File: config.mk
export PLATFORM = sky130hd
export DESIGN_NAME = fsram_bank_sched
export DESIGN_NICKNAME = d
export VERILOG_FILES = /design/src/rtl/fsram_bank_sched.sv
export SDC_FILE = /design/constraint.sdc
export NUM_CORES = 1
export LEC_CHECK = 0
export CORE_UTILIZATION = 35
export CTS_BUF_LIST = sky130_fd_sc_hd__clkbuf_8 sky130_fd_sc_hd__clkbuf_16
export CTS_CLUSTER_SIZE = 14
export DETAILED_ROUTE_END_ITERATION = 10
export HOLD_SLACK_MARGIN = 0.05
export PLACE_DENSITY = 0.69
export REMOVE_ABC_BUFFERS = 1
export SLEW_MARGIN = 25
export SYNTH_ARGS = -nofsm -noshare
export SYNTH_HDL_FRONTEND = slang
export SYNTH_SLANG_ARGS = --single-unit
File: constraint.sdc
create_clock -name clk -period 1.8 [get_ports clk]
set_input_delay 0.27 -clock clk [delete_from_list [all_inputs] [get_ports clk]]
set_output_delay 0.27 -clock clk [all_outputs]
set_load 0.05 [all_outputs]
File: src/rtl/fsram_bank_sched.sv
// rtl/fsram_bank_sched.sv - ping-pong write/read ownership scheduler for the two feature SRAM banks
// Optional stall counters: define FSRAM_SCHED_STALL_CNT_EN.
module fsram_bank_sched #(
    parameter int CNT_W = 16
) (
    input  logic             clk,
    input  logic             rst,
    input  logic             start,
    input  logic [1:0]       wr_req,
    output logic [1:0]       wr_gnt,
    output logic             wr_bank,
    input  logic [1:0]       wr_done,
    input  logic             rd_req,
    output logic             rd_gnt,
    output logic             rd_bank,
    input  logic             rd_done,
    output logic             sram_sel1,
    output logic             sram_sel2,
    output logic [1:0]       bank_full,
    output logic             busy,
    output logic             err,
    output logic [CNT_W-1:0] wr_stall_cnt,
    output logic [CNT_W-1:0] rd_stall_cnt
);

    typedef enum logic [1:0] {
        B_EMPTY = 2'd0,
        B_WRITE = 2'd1,
        B_FULL  = 2'd2,
        B_READ  = 2'd3
    } bank_st_e;

    bank_st_e [1:0] st_q, st_d;
    logic [1:0] owner_q, owner_d;
    logic       wr_ptr_q, wr_ptr_d;
    logic       rd_ptr_q, rd_ptr_d;
    logic       rr_last_q, rr_last_d;
    logic       err_q, err_d;
    logic [1:0] wr_gnt_q, wr_gnt_d;
    logic       wr_bank_q, wr_bank_d;
    logic       rd_gnt_q, rd_gnt_d;
    logic       rd_bank_q, rd_bank_d;
    logic       sel1_q, sel1_d;
    logic       sel2_q, sel2_d;
    logic [1:0] full_q, full_d;
    logic       busy_q, busy_d;

    logic       busy_now;
    logic       start_ok;
    logic [1:0] owns_wr;
    logic       reading;
    logic [1:0] elig;
    logic       win;

    always_comb begin
        st_d      = st_q;
        owner_d   = owner_q;
        wr_ptr_d  = wr_ptr_q;
        rd_ptr_d  = rd_ptr_q;
        rr_last_d = rr_last_q;
        err_d     = err_q;
        wr_gnt_d  = 2'b00;
        wr_bank_d = 1'b0;
        rd_gnt_d  = 1'b0;
        rd_bank_d = 1'b0;
        owns_wr   = 2'b00;
        reading   = 1'b0;
        win       = 1'b0;

        busy_now = (st_q[0] != B_EMPTY) || (st_q[1] != B_EMPTY);
        start_ok = start && !busy_now;
        if (start && busy_now) begin
            err_d = 1'b1;
        end

        for (int b = 0; b < 2; b++) begin
            if (st_q[b] == B_WRITE) begin
                owns_wr[owner_q[b]] = 1'b1;
            end
            if (st_q[b] == B_READ) begin
                reading = 1'b1;
            end
        end

        // A stray done is flagged but never disturbs a bank it doesn't belong to
        for (int w = 0; w < 2; w++) begin
            if (wr_done[w]) begin
                if (owns_wr[w]) begin
                    for (int b = 0; b < 2; b++) begin
                        if (st_q[b] == B_WRITE && owner_q[b] == 1'(w)) begin
                            st_d[b] = B_FULL;
                        end
                    end
                end else begin
                    err_d = 1'b1;
                end
            end
        end

        if (rd_done) begin
            if (reading) begin
                for (int b = 0; b < 2; b++) begin
                    if (st_q[b] == B_READ) begin
                        st_d[b] = B_EMPTY;
                    end
                end
            end else begin
                err_d = 1'b1;
            end
        end

        elig = wr_req & ~owns_wr;
        if (!start_ok && st_q[wr_ptr_q] == B_EMPTY && elig != 2'b00) begin
            win                = (elig == 2'b11) ? ~rr_last_q : elig[1];
            wr_gnt_d           = win ? 2'b10 : 2'b01;
            wr_bank_d          = wr_ptr_q;
            st_d[wr_ptr_q]     = B_WRITE;
            owner_d[wr_ptr_q]  = win;
            wr_ptr_d           = ~wr_ptr_q;
            rr_last_d          = win;
        end

        if (!start_ok && rd_req && !reading && st_q[rd_ptr_q] == B_FULL) begin
            rd_gnt_d       = 1'b1;
            rd_bank_d      = rd_ptr_q;
            st_d[rd_ptr_q] = B_READ;
            rd_ptr_d       = ~rd_ptr_q;
        end

        if (start_ok) begin
            wr_ptr_d  = 1'b0;
            rd_ptr_d  = 1'b0;
            rr_last_d = 1'b1;
        end

        sel1_d    = (st_d[0] == B_READ);
        sel2_d    = (st_d[1] == B_READ);
        full_d[0] = (st_d[0] == B_FULL);
        full_d[1] = (st_d[1] == B_FULL);
        busy_d    = (st_d[0] != B_EMPTY) || (st_d[1] != B_EMPTY);
    end

    always_ff @(posedge clk) begin
        if (rst) begin
            st_q[0]   <= B_EMPTY;
            st_q[1]   <= B_EMPTY;
            owner_q   <= 2'b00;
            wr_ptr_q  <= 1'b0;
            rd_ptr_q  <= 1'b0;
            rr_last_q <= 1'b1;
            err_q     <= 1'b0;
            wr_gnt_q  <= 2'b00;
            wr_bank_q <= 1'b0;
            rd_gnt_q  <= 1'b0;
            rd_bank_q <= 1'b0;
            sel1_q    <= 1'b0;
            sel2_q    <= 1'b0;
            full_q    <= 2'b00;
            busy_q    <= 1'b0;
        end else begin
            st_q      <= st_d;
            owner_q   <= owner_d;
            wr_ptr_q  <= wr_ptr_d;
            rd_ptr_q  <= rd_ptr_d;
            rr_last_q <= rr_last_d;
            err_q     <= err_d;
            wr_gnt_q  <= wr_gnt_d;
            wr_bank_q <= wr_bank_d;
            rd_gnt_q  <= rd_gnt_d;
            rd_bank_q <= rd_bank_d;
            sel1_q    <= sel1_d;
            sel2_q    <= sel2_d;
            full_q    <= full_d;
            busy_q    <= busy_d;
        end
    end

    assign wr_gnt    = wr_gnt_q;
    assign wr_bank   = wr_bank_q;
    assign rd_gnt    = rd_gnt_q;
    assign rd_bank   = rd_bank_q;
    assign sram_sel1 = sel1_q;
    assign sram_sel2 = sel2_q;
    assign bank_full = full_q;
    assign busy      = busy_q;
    assign err       = err_q;

`ifdef FSRAM_SCHED_STALL_CNT_EN
    logic [CNT_W-1:0] wr_stall_q, wr_stall_d;
    logic [CNT_W-1:0] rd_stall_q, rd_stall_d;

    always_comb begin
        wr_stall_d = wr_stall_q;
        rd_stall_d = rd_stall_q;
        if (start_ok) begin
            wr_stall_d = '0;
            rd_stall_d = '0;
        end else begin
            if (wr_req != 2'b00 && wr_gnt_d == 2'b00 && wr_stall_q != '1) begin
                wr_stall_d = wr_stall_q + 1'b1;
            end
            if (rd_req && !rd_gnt_d && rd_stall_q != '1) begin
                rd_stall_d = rd_stall_q + 1'b1;
            end
        end
    end

    always_ff @(posedge clk) begin
        if (rst) begin
            wr_stall_q <= '0;
            rd_stall_q <= '0;
        end else begin
            wr_stall_q <= wr_stall_d;
            rd_stall_q <= rd_stall_d;
        end
    end

    assign wr_stall_cnt = wr_stall_q;
    assign rd_stall_cnt = rd_stall_q;
`else
    assign wr_stall_cnt = '0;
    assign rd_stall_cnt = '0;
`endif

endmodule

==> flow_metrics.tcl, run 1 <==
set metrics [dict create \
    ant_nets 0 \
    avgViaCountPerCell 4.62 \
    coreArea_sq_um 3100 \
    crit_end "owner_q[1]" \
    r2r-start "wr_ptr_q" \
    finish.utilization 0.455 \
    vdd_drop_max_mv 0.589 \
    reg2reg_depth 5 \
    routabilityCongestion 0.942 \
    cts_tree "built" \
    slew_viol_final 0 \
    numCtsBuffers 3 \
    holdCritPathClass "reg -> reg" \
    final_layout_size_suffix_gt1_frac 0.197 \
    ys_ff_latch 20 \
    path_buf_inv 1 \
    tightest_slew_ps 498 \
    layout_min_cycle_time_ps 1700 \
    synth_area_leaders "dfxtp_1 34%, buf_4 21%, a2111oi_4 4.7%, nor2_1 4.2%, a22oi_1 3.9%" \
    cp_cell_sequence "inv_2, a2111oi_4, o22ai_2, or2_4, a221oi_2" \
    fin_area_sq_um 1410 \
    required_ps 1970 \
    synth_area_sq_um 1170 \
    num_vias 929 \
    grt_max_degree 13 \
    ios 52 \
    synthCells 129 \
    drtIter0Drc 29 \
    die_x_um 59.7 \
    yosys-top-cells-count "32 x buf_4, 20 x dfxtp_1, 13 x nor2_1, 7 x nand2_1, 6 x a22oi_1" \
    post_dp_cell_area_sq_um 1340 \
    place_hpwl_mm 1.88 \
    crit_fanout 6 \
    final_nets 167 \
    ys.warnings.count 0 \
    grt_antenna_before_repair 0 \
    clockPowerShare 0.227 \
    synth-seq-area-share 0.343 \
    drc 0 \
    holdCritStartpoint "rr_last_q" \
    die_y_um 59.7 \
    cts_htree_levels 1 \
    powerDensity_nw_per_um2 1390 \
    grt_first_pass_wirelength_mm 3.88 \
    finClkSkew_ps 4.39 \
    grt_pass1_vias 870 \
    clock-sinks 20 \
    cp.arrival_ps 1880 \
    worst_path_max_delay_cell "dfxtp_1" \
    ff2ff_setup_slack_ps 100 \
    crit_type "reg -> reg" \
    antennaDiodeCount 0 \
    netSwitchingPower_uw 810 \
    ctsHoldBuffers 0 \
    path_delay_family "compound AO/OA/AOI/OAI gates" \
    hold_viol 0 \
    clk-insertion-delay-late_ps 260 \
    reg2reg_to "owner_q[1]" \
    slew_headroom 0.667 \
    rsz0062_at_grt "no" \
    ys.flop_type "dfxtp_1" \
    setup_viol 0 \
    synth_top_area_share 0.343 \
    endpoint_kind "flop" \
    crit_start "wr_ptr_q" \
    yosysUniqueCellTypes 41 \
    grt_usage 0.146 \
    yosysTopAreaCell "dfxtp_1" \
    p_leak_nw 0.591 \
    first_pass_iters 4 \
    area_growth_pct 21.1 \
    fin_crit_sh 0.946 \
    fin_tns_setup_ps 0 \
    async_flop_share 0 \
    port-buffer-count 19 \
    max_freq_mhz 587 \
    wl_per_cell_um 11.9 \
    synth-edff-count 0 \
    path_depth 5 \
    internal_power_mw 1.15 \
    syn_area_per_cell_sq_um 9.04 \
    p_seq_frac 0.310 \
    finalWirelength_mm 2.40 \
    initial_core_util 0.376 \
    p_sw_frac 0.413 \
    nFillCells 310 \
    num_rows 20 \
    overflow 0 \
    root_buffer "clkbuf_8" \
    pwr-share-comb 0.463 \
    critPathMaxStageDelay_ps 430 \
    yosys.cell_count.top_type "buf_4" \
    cp-start-kind "flop" \
    clockBufferDepth 2 \
    status "finished clean" \
    cap_viol_max_count 0 \
    cts.reportedPaths.clkPinSlew_ps 70 \
    dieArea_sq_um 3570 \
]
## power by group through the flow
stage | clock network (mW) | logic, mW | registers, mW
floorplan | 0 | 0.521 | 0.738
finish | 0.445 | 0.908 | 0.608
global placement | 0 | 0.887 | 0.607
global route | 0.469 | 0.972 | 0.613
CTS | 0.457 | 0.901 | 0.601
detailed placement | 0 | 0.899 | 0.609
## worst min path at each step
stage,end,depth (start not counted)
floorplan,owner_q[1],1
detailed placement,wr_gnt[1],1
global route,wr_gnt[1],1
finish,wr_gnt[1],1
global placement,wr_gnt[1],1
CTS,wr_gnt[1],1
## logic make-up (layout without fill, tap and decap cells)
logic type,after synthesis,after routing,synth area share
AOI/OAI and AO/OA,27,27,0.227
buffers and inverters,40,37,0.234
other,1,32,0.00322
xor gates and xnor gates,1,1,0.00751
muxes,3,3,0.0279
and+or+nand+nor,37,37,0.157
DFF,20,20,0.343
## layout make-up
cell class / count / area, sq um / share of cell area
Multi-Input combinational cell: 100 / 609 / 0.431
Sequential cell: 20 / 403 / 0.285
Timing Repair Buffer: 28 / 255 / 0.181
Tap cell: 44 / 55.1 / 0.0390
Clock buffer: 3 / 41.3 / 0.0292
Clock inverter: 1 / 30.0 / 0.0213
Inverter: 5 / 18.8 / 0.0133
## layout by cell type, fill, tap and decap left out, types with 2 or more instances in the layout
cell / count
and2_1: 2
clkdlybuf4s50_1: 16
clkbuf_8: 3
a2111oi_4: 2
dfxtp_2: 2
nand2_1: 7
nor2b_1: 3
mux2_2: 2
inv_1: 4
a21oi_1: 2
o21ai_0: 2
dfxtp_1: 18
conb_1: 32
o221ai_1: 2
a22oi_1: 6
o221a_2: 2
nor2_1: 13
nand2b_1: 2
buf_4: 11
nor2_2: 2
## flip-flops by register name (all words and copies together), names as in the netlist
| name | cells |
|---|---|
| sram_sel1 | 1 |
| rd_ptr_q | 1 |
| st_q | 4 |
| wr_ptr_q | 1 |
| err | 1 |
| rr_last_q | 1 |
| owner_q | 2 |
| rd_bank | 1 |
| rd_gnt | 1 |
| bank_full | 2 |
| sram_sel2 | 1 |
| busy | 1 |
| wr_gnt | 2 |
| wr_bank | 1 |
## worst reg2reg max path: stages (launching register included)
cell and delay [ps]:
dfxtp_1 430, inv_2 100, a2111oi_4 380, o22ai_2 200
or2_4 270, a221oi_2 250
## metrics by stage
stage                     hold WS, ps  setup slack [ps]  cells  power [mW]
after floorplan                   336              85.1    125        1.26
after global placement            501             -99.2    197        1.49
after detailed placement          494              -186    197        1.51
after CTS                         509              64.7    201        1.96
after global routing              544              21.2    201        2.05
final                             514              96.6    201        1.96
## layer usage
metal,up-vias,share of wire,track usage
met1,429,0.43,0.173
li1,439,-,-
met3,8,0.075,0.0476
met5,-,0,0
met4,0,0.020,0.0631
met2,53,0.47,0.240
## what timing repair did
action,4_1_cts,5_1_grt
gates resized for setup,0,3
buffers inserted,0,0
hold endpoints to repair,0,0
setup endpoints to repair,0,1
(Power assumes the default switching activity.)
==> inputs of run 2 (changes only) <==
--- a/config.mk
+++ b/config.mk
@@ -5,6 +5,7 @@
 export SDC_FILE = /design/constraint.sdc
 export NUM_CORES = 1
 export LEC_CHECK = 0
+export CORE_MARGIN = 2
 export CORE_UTILIZATION = 35
 export CTS_BUF_LIST = sky130_fd_sc_hd__clkbuf_8 sky130_fd_sc_hd__clkbuf_16
 export CTS_CLUSTER_SIZE = 14
==> run 2 against run 1 <==
Net effect:
- sequential share of layout area rose by 0.31 points
- cell area fell by 1.7%
- via count fell by 0.65%
- critical path depth did not move
- clock skew rose by 4.4 ps
- combinational power rose by 1%
- sequential cell count did not move
==> flow_metrics.tcl, run 2 (synthesis gave the netlist of run 1 again) <==
set metrics [dict create \
    drc 0 \
    crit_fanout 5 \
    endpoint_kind "flop" \
    tightest_slew_ps 496 \
    regMostFlops "st_q" \
    reg2reg_to "owner_q[1]" \
    fin_crit_sh 0.944 \
    root_buffer "clkbuf_8" \
    wl_per_cell_um 12.3 \
    die_y_um 61.7 \
    first_pass_iters 4 \
    slew_headroom 0.668 \
    ff2ff_setup_slack_ps 100 \
    crit_end "owner_q[1]" \
    avgViaCountPerCell 4.59 \
    grt_antenna_before_repair 0 \
    worst_path_max_delay_cell "dfxtp_1" \
    grt_first_pass_wirelength_mm 4.02 \
    overflow 0 \
    grt_pass1_vias 890 \
    ctsHoldBuffers 0 \
    routabilityCongestion 0.880 \
    layout_commonest_cell "conb_1" \
    ant_nets 0 \
    cts_tree "built" \
    powerDensity_nw_per_um2 1340 \
    crit_type "reg -> reg" \
    drtIter0Drc 48 \
    cts_resized 0 \
    crit_start "st_q[1]" \
    p_total_mw 1.86 \
    slew_viol_final 0 \
    reg2reg_depth 5 \
    layout_min_cycle_time_ps 1700 \
    largest_reg_flops 4 \
    p_leak_nw 0.576 \
    initial_core_util 0.376 \
    finalWirelength_mm 2.47 \
    clock-sinks 20 \
    setup_viol 0 \
    critPathMaxStageDelay_ps 430 \
    port-buffer-count 19 \
    status "finished clean" \
    cts_htree_levels 1 \
    cp-start-kind "flop" \
    area_growth_pct 19.1 \
    cp.arrival_ps 1890 \
    numPlacedInstances 197 \
    ios 52 \
    place_hpwl_mm 1.96 \
    dieArea_sq_um 3810 \
    cp_cell_sequence "nor2_2, a2111oi_4, o22ai_2, or2_4, a221oi_2" \
    grt_usage 0.145 \
    final_nets 167 \
    required_ps 1990 \
    antennaDiodeCount 0 \
    cap_viol_max_count 0 \
    cts_setup_buffers 0 \
    clk-insertion-delay-late_ps 270 \
    vdd_drop_max_mv 0.438 \
    setup_ws_ps 101 \
    hold_viol 0 \
    holdCritPathClass "reg -> reg" \
    r2r-start "st_q[1]" \
    cts.reportedPaths.clkPinSlew_ps 80 \
    finClkSkew_ps 8.80 \
    coreArea_sq_um 3100 \
    final_layout_size_suffix_gt1_frac 0.191 \
    rsz0062_at_grt "no" \
    final_cell_mix "32 x conb_1, 20 x dfxtp_1, 16 x clkdlybuf4s50_1" \
    num_rows 20 \
    clockBufferDepth 2 \
    numCtsBuffers 3 \
    die_x_um 61.7 \
    max_freq_mhz 588 \
    dp_slack_ps -140 \
    grt_max_degree 12 \
    num_vias 923 \
    layoutNonFillerInstCount 201 \
]
## run 2: changes by cell type in the layout (fill, tap and decap cells not counted), sizes merged
| cell | delta |
|---|---|
| buf | +1 |
| bufinv | -1 |
| clkbuf | +1 |
| dlymetal6s2s | -1 |
## run 2: through the flow
step	hold WS, ps	instance area [sq um]	TNS [ps]	utilization
2_1_floorplan	336	1030	0	-
4_1_cts	496	1390	0	0.448
3_3_place_gp	503	1330	-185	0.430
5_1_grt	531	1390	0	0.448
6_report	496	1390	0	0.448
3_5_place_dp	481	1330	-456	0.430
## run 2: power breakdown
group | switching (mW) | internal (mW) | total, mW
logic | 0.594 | 0.325 | 0.919
registers | 0.0680 | 0.525 | 0.593
clock network | 0.154 | 0.195 | 0.349
## run 2: metal layers
metal / wire (um) / GRT usage / vias to the layer above
li1: - / - / 443
met1: 1040 / 0.168 / 438
met2: 1230 / 0.245 / 33
met3: 112 / 0.0311 / 9
met4: 79 / 0.0821 / 0
met5: 0 / 0 / -
## run 2: worst max-delay path: cells and delay by family (launching register included)
family / cells / cell delay, ps
simple gates: 2 / 360
compound gates: 3 / 840
flops: 1 / 430
## run 2: worst min-delay path by stage
stage | from | cells past startpoint | slack [ps] | end
3_5_place_dp | rr_last_q | 1 | 480 | wr_gnt[1]
4_1_cts | rr_last_q | 1 | 500 | wr_gnt[1]
5_1_grt | rr_last_q | 1 | 530 | wr_gnt[1]
6_report | rr_last_q | 1 | 500 | wr_gnt[1]
3_3_place_gp | rr_last_q | 1 | 500 | wr_gnt[1]
2_1_floorplan | rst | 1 | 340 | owner_q[1]
## run 2: cell type report
type / count / area, sq um
multi-input cells: 100 / 609
inverters: 5 / 18.8
fillers: 332 / 1710
well taps: 44 / 55.1
repair buffers: 28 / 250
flip-flops and latches: 20 / 400
clock buffers: 4 / 55.1
